==> config.mk <==
export PLATFORM = sky130hd
export DESIGN_NAME = pc_sequencer
export DESIGN_NICKNAME = d
export VERILOG_FILES = /design/src/rtl/pc_sequencer.sv
export SDC_FILE = /design/constraint.sdc
export NUM_CORES = 1
export LEC_CHECK = 0
export ABC_CLOCK_PERIOD_IN_PS = 2410
export CORE_UTILIZATION = 50
export DETAILED_ROUTE_END_ITERATION = 8
export PLACE_DENSITY = 0.75
export SETUP_SLACK_MARGIN = 0.05
export SLEW_MARGIN = 20
export SYNTH_ARGS = -nofsm -noshare
export SYNTH_HDL_FRONTEND = slang
export SYNTH_SLANG_ARGS = --single-unit
export TNS_END_PERCENT = 1
==> constraint.sdc <==
create_clock -name clk -period 2.41 [get_ports clk]
set_input_delay 0.482 -clock clk [delete_from_list [all_inputs] [get_ports clk]]
set_output_delay 0.482 -clock clk [all_outputs]
set_load 0.02 [all_outputs]
==> src/rtl/pc_sequencer.sv <==
`default_nettype none
// ============================================================================
// Module   : pc_sequencer
// Purpose  : Program-counter stage after the label lookup table. Selects the
//            next PC each cycle (increment, branch, call/return via a small
//            LIFO return-address stack, stall, halt) and reports run/done.
// Revision : 1.0 - initial release
// ============================================================================
module pc_sequencer #(
  parameter int unsigned PC_W        = 12,
  parameter int unsigned STACK_DEPTH = 4,
  parameter int unsigned RESET_PC    = 0
) (
  input  logic            clk,
  input  logic            reset,
  input  logic            start,
  input  logic            stall,
  input  logic            branch,
  input  logic            call,
  input  logic            ret,
  input  logic            halt,
  input  logic [PC_W-1:0] target,
  output logic [PC_W-1:0] prog_ctr,
  output logic            running,
  output logic            done,
  output logic            stack_err
);

  localparam int unsigned     IDX_W     = $clog2(STACK_DEPTH);
  localparam int unsigned     SP_W      = IDX_W + 1;
  localparam logic [PC_W-1:0] START_PC  = PC_W'(RESET_PC);
  localparam logic [SP_W-1:0] SP_FULL   = SP_W'(STACK_DEPTH);

  typedef enum logic [1:0] {
    S_IDLE = 2'd0,
    S_RUN  = 2'd1,
    S_DONE = 2'd2
  } state_t;

  state_t          state;
  logic [SP_W-1:0] sp;
  logic [PC_W-1:0] stack_mem [STACK_DEPTH];

  logic [PC_W-1:0] pc_inc;
  logic [SP_W-1:0] sp_dec;
  logic            stack_empty;
  logic            stack_full;
  logic            do_push;

  // Next-sequential address wraps naturally at 2^PC_W; stack status decode.
  always_comb begin
    pc_inc      = prog_ctr + PC_W'(1);
    sp_dec      = sp - SP_W'(1);
    stack_empty = (sp == '0);
    stack_full  = (sp == SP_FULL);
    // A push happens only when call is the winning control and there is room.
    do_push     = (state == S_RUN) && !stall && !halt && !ret && call && !stack_full;
  end

  // Return-address storage; contents need no reset since the pointer guards them.
  always_ff @(posedge clk) begin
    if (do_push) begin
      stack_mem[sp[IDX_W-1:0]] <= pc_inc;
    end
  end

  // Sequencer state machine: PC, stack pointer, status flags.
  always_ff @(posedge clk or posedge reset) begin
    if (reset) begin
      state     <= S_IDLE;
      prog_ctr  <= START_PC;
      sp        <= '0;
      running   <= 1'b0;
      done      <= 1'b0;
      stack_err <= 1'b0;
    end else begin
      case (state)
        S_IDLE: begin
          prog_ctr <= START_PC;
          if (start) begin
            state   <= S_RUN;
            running <= 1'b1;
          end
        end

        S_RUN: begin
          if (stall) begin
            // hold everything
          end else if (halt) begin
            // PC stays on the halt instruction
            state   <= S_DONE;
            running <= 1'b0;
            done    <= 1'b1;
          end else if (ret) begin
            if (!stack_empty) begin
              prog_ctr <= stack_mem[sp_dec[IDX_W-1:0]];
              sp       <= sp_dec;
            end else begin
              stack_err <= 1'b1;
              prog_ctr  <= pc_inc;
            end
          end else if (call) begin
            // On overflow the return address is dropped but the jump still happens.
            if (!stack_full) begin
              sp <= sp + SP_W'(1);
            end else begin
              stack_err <= 1'b1;
            end
            prog_ctr <= target;
          end else if (branch) begin
            prog_ctr <= target;
          end else begin
            prog_ctr <= pc_inc;
          end
        end

        S_DONE: begin
          if (start) begin
            state     <= S_RUN;
            running   <= 1'b1;
            done      <= 1'b0;
            prog_ctr  <= START_PC;
            sp        <= '0;
            stack_err <= 1'b0;
          end
        end

        default: begin
          state   <= S_IDLE;
          running <= 1'b0;
          done    <= 1'b0;
        end
      endcase
    end
  end

endmodule
`default_nettype wire

==> flow_summary.yaml <==
outcome:
  status: "completed"
clocking:
  clock_sinks: 68
  hold_buffers: 0
  ctsHtreeMaxLevel: 3
  post_cts_buffers: 0
  cts_buffers: 9
  cts.path.max_buffers: 2
  root_buffer: "clkbuf_8"
  clk_latency_ns: 0.35
  clk_transition_reported_paths_ns: 0.08
  cts_tree: "built"
  ctsResizeCount: 0
power_and_ir_drop:
  net-switching-power_mw: 1.31
  powerDensity_nw_per_um2: 962
  switching_share_pct: 34.2
  power.leakage_nw: 1.43
  peakVddDrop_mv: 0.554
  p_comb_share_pct: 34.3
  pwr-share-seq_pct: 41.0
  power.internal_mw: 2.53
  clockPowerShare_pct: 24.7
global_route:
  grt_pass1_wl_um: 10900
  grt_pass1_vias: 2123
  grt_max_degree: 21
  grt_overflow: 0
  grtUsageTotal_pct: 22.7
  antenna_found_initial: 0
flow_run:
  cap_violations: 0
logic_synthesis:
  ys_ff_latch: 68
  yosysSeqAreaShare_pct: 59.5
  syn_area_per_cell_um2: 13.3
  synth_ff_type: "edfxtp_1"
  synth.distinct_cells: 54
  syn_area_um2: 3260
  synth_edf_count: 48
  syn_inst: 245
  synth_nets: 271
  async_flop_share_pct: 29.4
  yosysWarningCount: 0
routing:
  wl_met2_um: 3240
  firstDrtPassIters: 4
  met1_length_um: 3330
  drc: 0
  met3_length_um: 289
  drtAntennaViolNets: 0
  top_layer: "met4"
  via_per_inst: 5.91
  route.final.wire_length_um: 6990
  vias: 2221
  drt_iter0_drc: 140
  wl_per_cell_um: 18.6
sta:
  fin_crit_sh_pct: 91.3
  rsz0062_at_grt: "no"
  tns_ns: 0
  finalCriticalPeriod_ns: 2.20
  fin_worst_skew_ns: 0.00952
  worstMarginPinSlew_ns: 0.581
  relSlewSlack_pct: 60.9
  fmax_mhz: 455
  hold_violations: 0
  setup_viol: 0
  fin_hold_ws_ns: 0.446
  slew_viol_final: 0
setup_path:
  reg2reg_slack_ns: 0.21
  critPathMaxFanout: 13
  critical_path_required_ns: 2.63
  crit_arrival_ns: 2.42
  crit_slowest_cell: "ha_1"
  path_cells: "inv_1, ha_1, mux4_2, or3_1, o311ai_0, o21ai_0"
  max_stage_delay_ns: 0.62
  critPathCaptureType: "flip-flop"
  start_kind: "flip-flop"
  path_class: "reg2reg"
  worstRegToRegCells: 6
layout:
  drive_above_1_share_pct: 17.4
  final_common_cell: "edfxtp_1"
  final_nets: 320
  final_area_um2: 3990
  layoutNonFillerInstCount: 376
  diodes: 0
  layout_common_cells: "edfxtp_1, clkdlybuf4s50_1, nand2_1"
  area_delta_synth_final_pct: 22.4
  fillers: 465
floorplan:
  fp.dieH_um: 82.8
  start_util_pct: 51.7
  dieWidth_um: 82.8
  fp.coreArea_um2: 6310
  dieArea_um2: 6850
  num_rows: 29
  num_io_pins: 35
place:
  placed_cell_area_um2: 3790
  detailed_place_hpwl_um: 5040
  portBuffers: 34
  dp_cells: 360
  place_congestion: 0.795
worst_hold_path:
  hold_path_class: "in2async"
-- power by group through the flow --
stage	Sequential, mW	Clock [mW]	Combinational (mW)
final	1.57	0.950	1.32
after global routing	1.59	1.02	1.45
after CTS	1.57	0.963	1.32
after global placement	1.59	0	1.30
after detailed placement	1.59	0	1.31
after floorplan	1.62	0	0.850
-- worst paths after layout --
path                                start     endpoint
min in group clk                stack_err    stack_err
worst max register to register      sp[1]  prog_ctr[9]
max in group asynchronous           reset  prog_ctr[2]
worst min register to register  stack_err    stack_err
worst min-delay path                reset      running
worst max-delay path                sp[1]  prog_ctr[9]
-- cell usage after synthesis, types with 2 or more instances --
| cell | number | area share (%) |
|---|---|---|
| o221ai_1 | 4 | 1.1 |
| a31oi_1 | 2 | 0.38 |
| nor2_1 | 9 | 1.0 |
| nor4_1 | 2 | 0.38 |
| mux4_2 | 12 | 8.3 |
| buf_2 | 5 | 0.77 |
| nand3b_1 | 2 | 0.46 |
| clkbuf_1 | 2 | 0.23 |
| a21boi_0 | 3 | 0.69 |
| ha_1 | 6 | 2.3 |
| nor2b_1 | 2 | 0.38 |
| o21a_1 | 4 | 0.92 |
| nand3_1 | 7 | 1.1 |
| or2_2 | 7 | 1.3 |
| nor3_1 | 8 | 1.2 |
| inv_1 | 9 | 1.0 |
| a21oi_1 | 5 | 0.77 |
| dfrtp_1 | 20 | 15 |
| nand4_1 | 3 | 0.58 |
| xnor2_1 | 6 | 1.6 |
| o21ai_0 | 17 | 2.6 |
| a222oi_1 | 2 | 0.61 |
| nand2_1 | 21 | 2.4 |
| edfxtp_1 | 48 | 44 |
| or3_1 | 2 | 0.38 |
| o211ai_1 | 2 | 0.46 |
| nand2b_1 | 2 | 0.38 |
| a21o_1 | 2 | 0.46 |
| and2_1 | 5 | 0.96 |
| a211oi_1 | 2 | 0.46 |
-- registers in the layout, summed over array words and instances (netlist names) --
signal and cells:
stack_err 1, running 1, prog_ctr 12, sp 3, stack_mem 48, done 1, state 2
-- critical path, delay by kind of cell (launching register included) --
kind                       cells  cell delay, ns
DFF                            1            0.41
buffers and inverters          1            0.10
and+or+nand+nor                1            0.32
AOI/OAI and AO/OA              2            0.24
muxes                          1            0.38
adders and majority gates      1            0.62
-- kinds of logic after synthesis --
group	count (synthesis)	synth area share (%)
xor+xnor	6	1.61
simple gates	77	12.8
buf+inv	17	2.38
compound gates	57	12.4
mux	14	8.94
flops	68	59.5
fa+ha+maj	6	2.30
-- metal layers --
| layer | GRT usage (%) | vias up |
|---|---|---|
| met3 | 4.15 | 15 |
| li1 | - | 1049 |
| met2 | 32.4 | 67 |
| met1 | 33.5 | 1090 |
| met4 | 10.5 | 0 |
| met5 | 0 | - |
-- area by class of cell --
class | count | area (µm²) | area share, %
sequential | 68 | 1940 | 48.6
multi-input combinational | 160 | 1240 | 31.1
timing repair buffer | 46 | 480 | 12.0
clock buffer | 9 | 124 | 3.10
tap | 77 | 96.3 | 2.41
clock inverter | 7 | 73.8 | 1.85
inverter | 9 | 33.8 | 0.846
-- per-stage QoR --
step / power (mW) / setup WS (ns) / util, %
after floorplan: 2.47 / 0.0765 / -
after global placement: 2.88 / 0.178 / 60.1
after detailed placement: 2.91 / 0.123 / 60.1
after CTS: 3.86 / 0.208 / 63.2
after global routing: 4.05 / 0.0735 / 63.2
final: 3.84 / 0.210 / 63.2
Power figures use the tool's default switching activity.
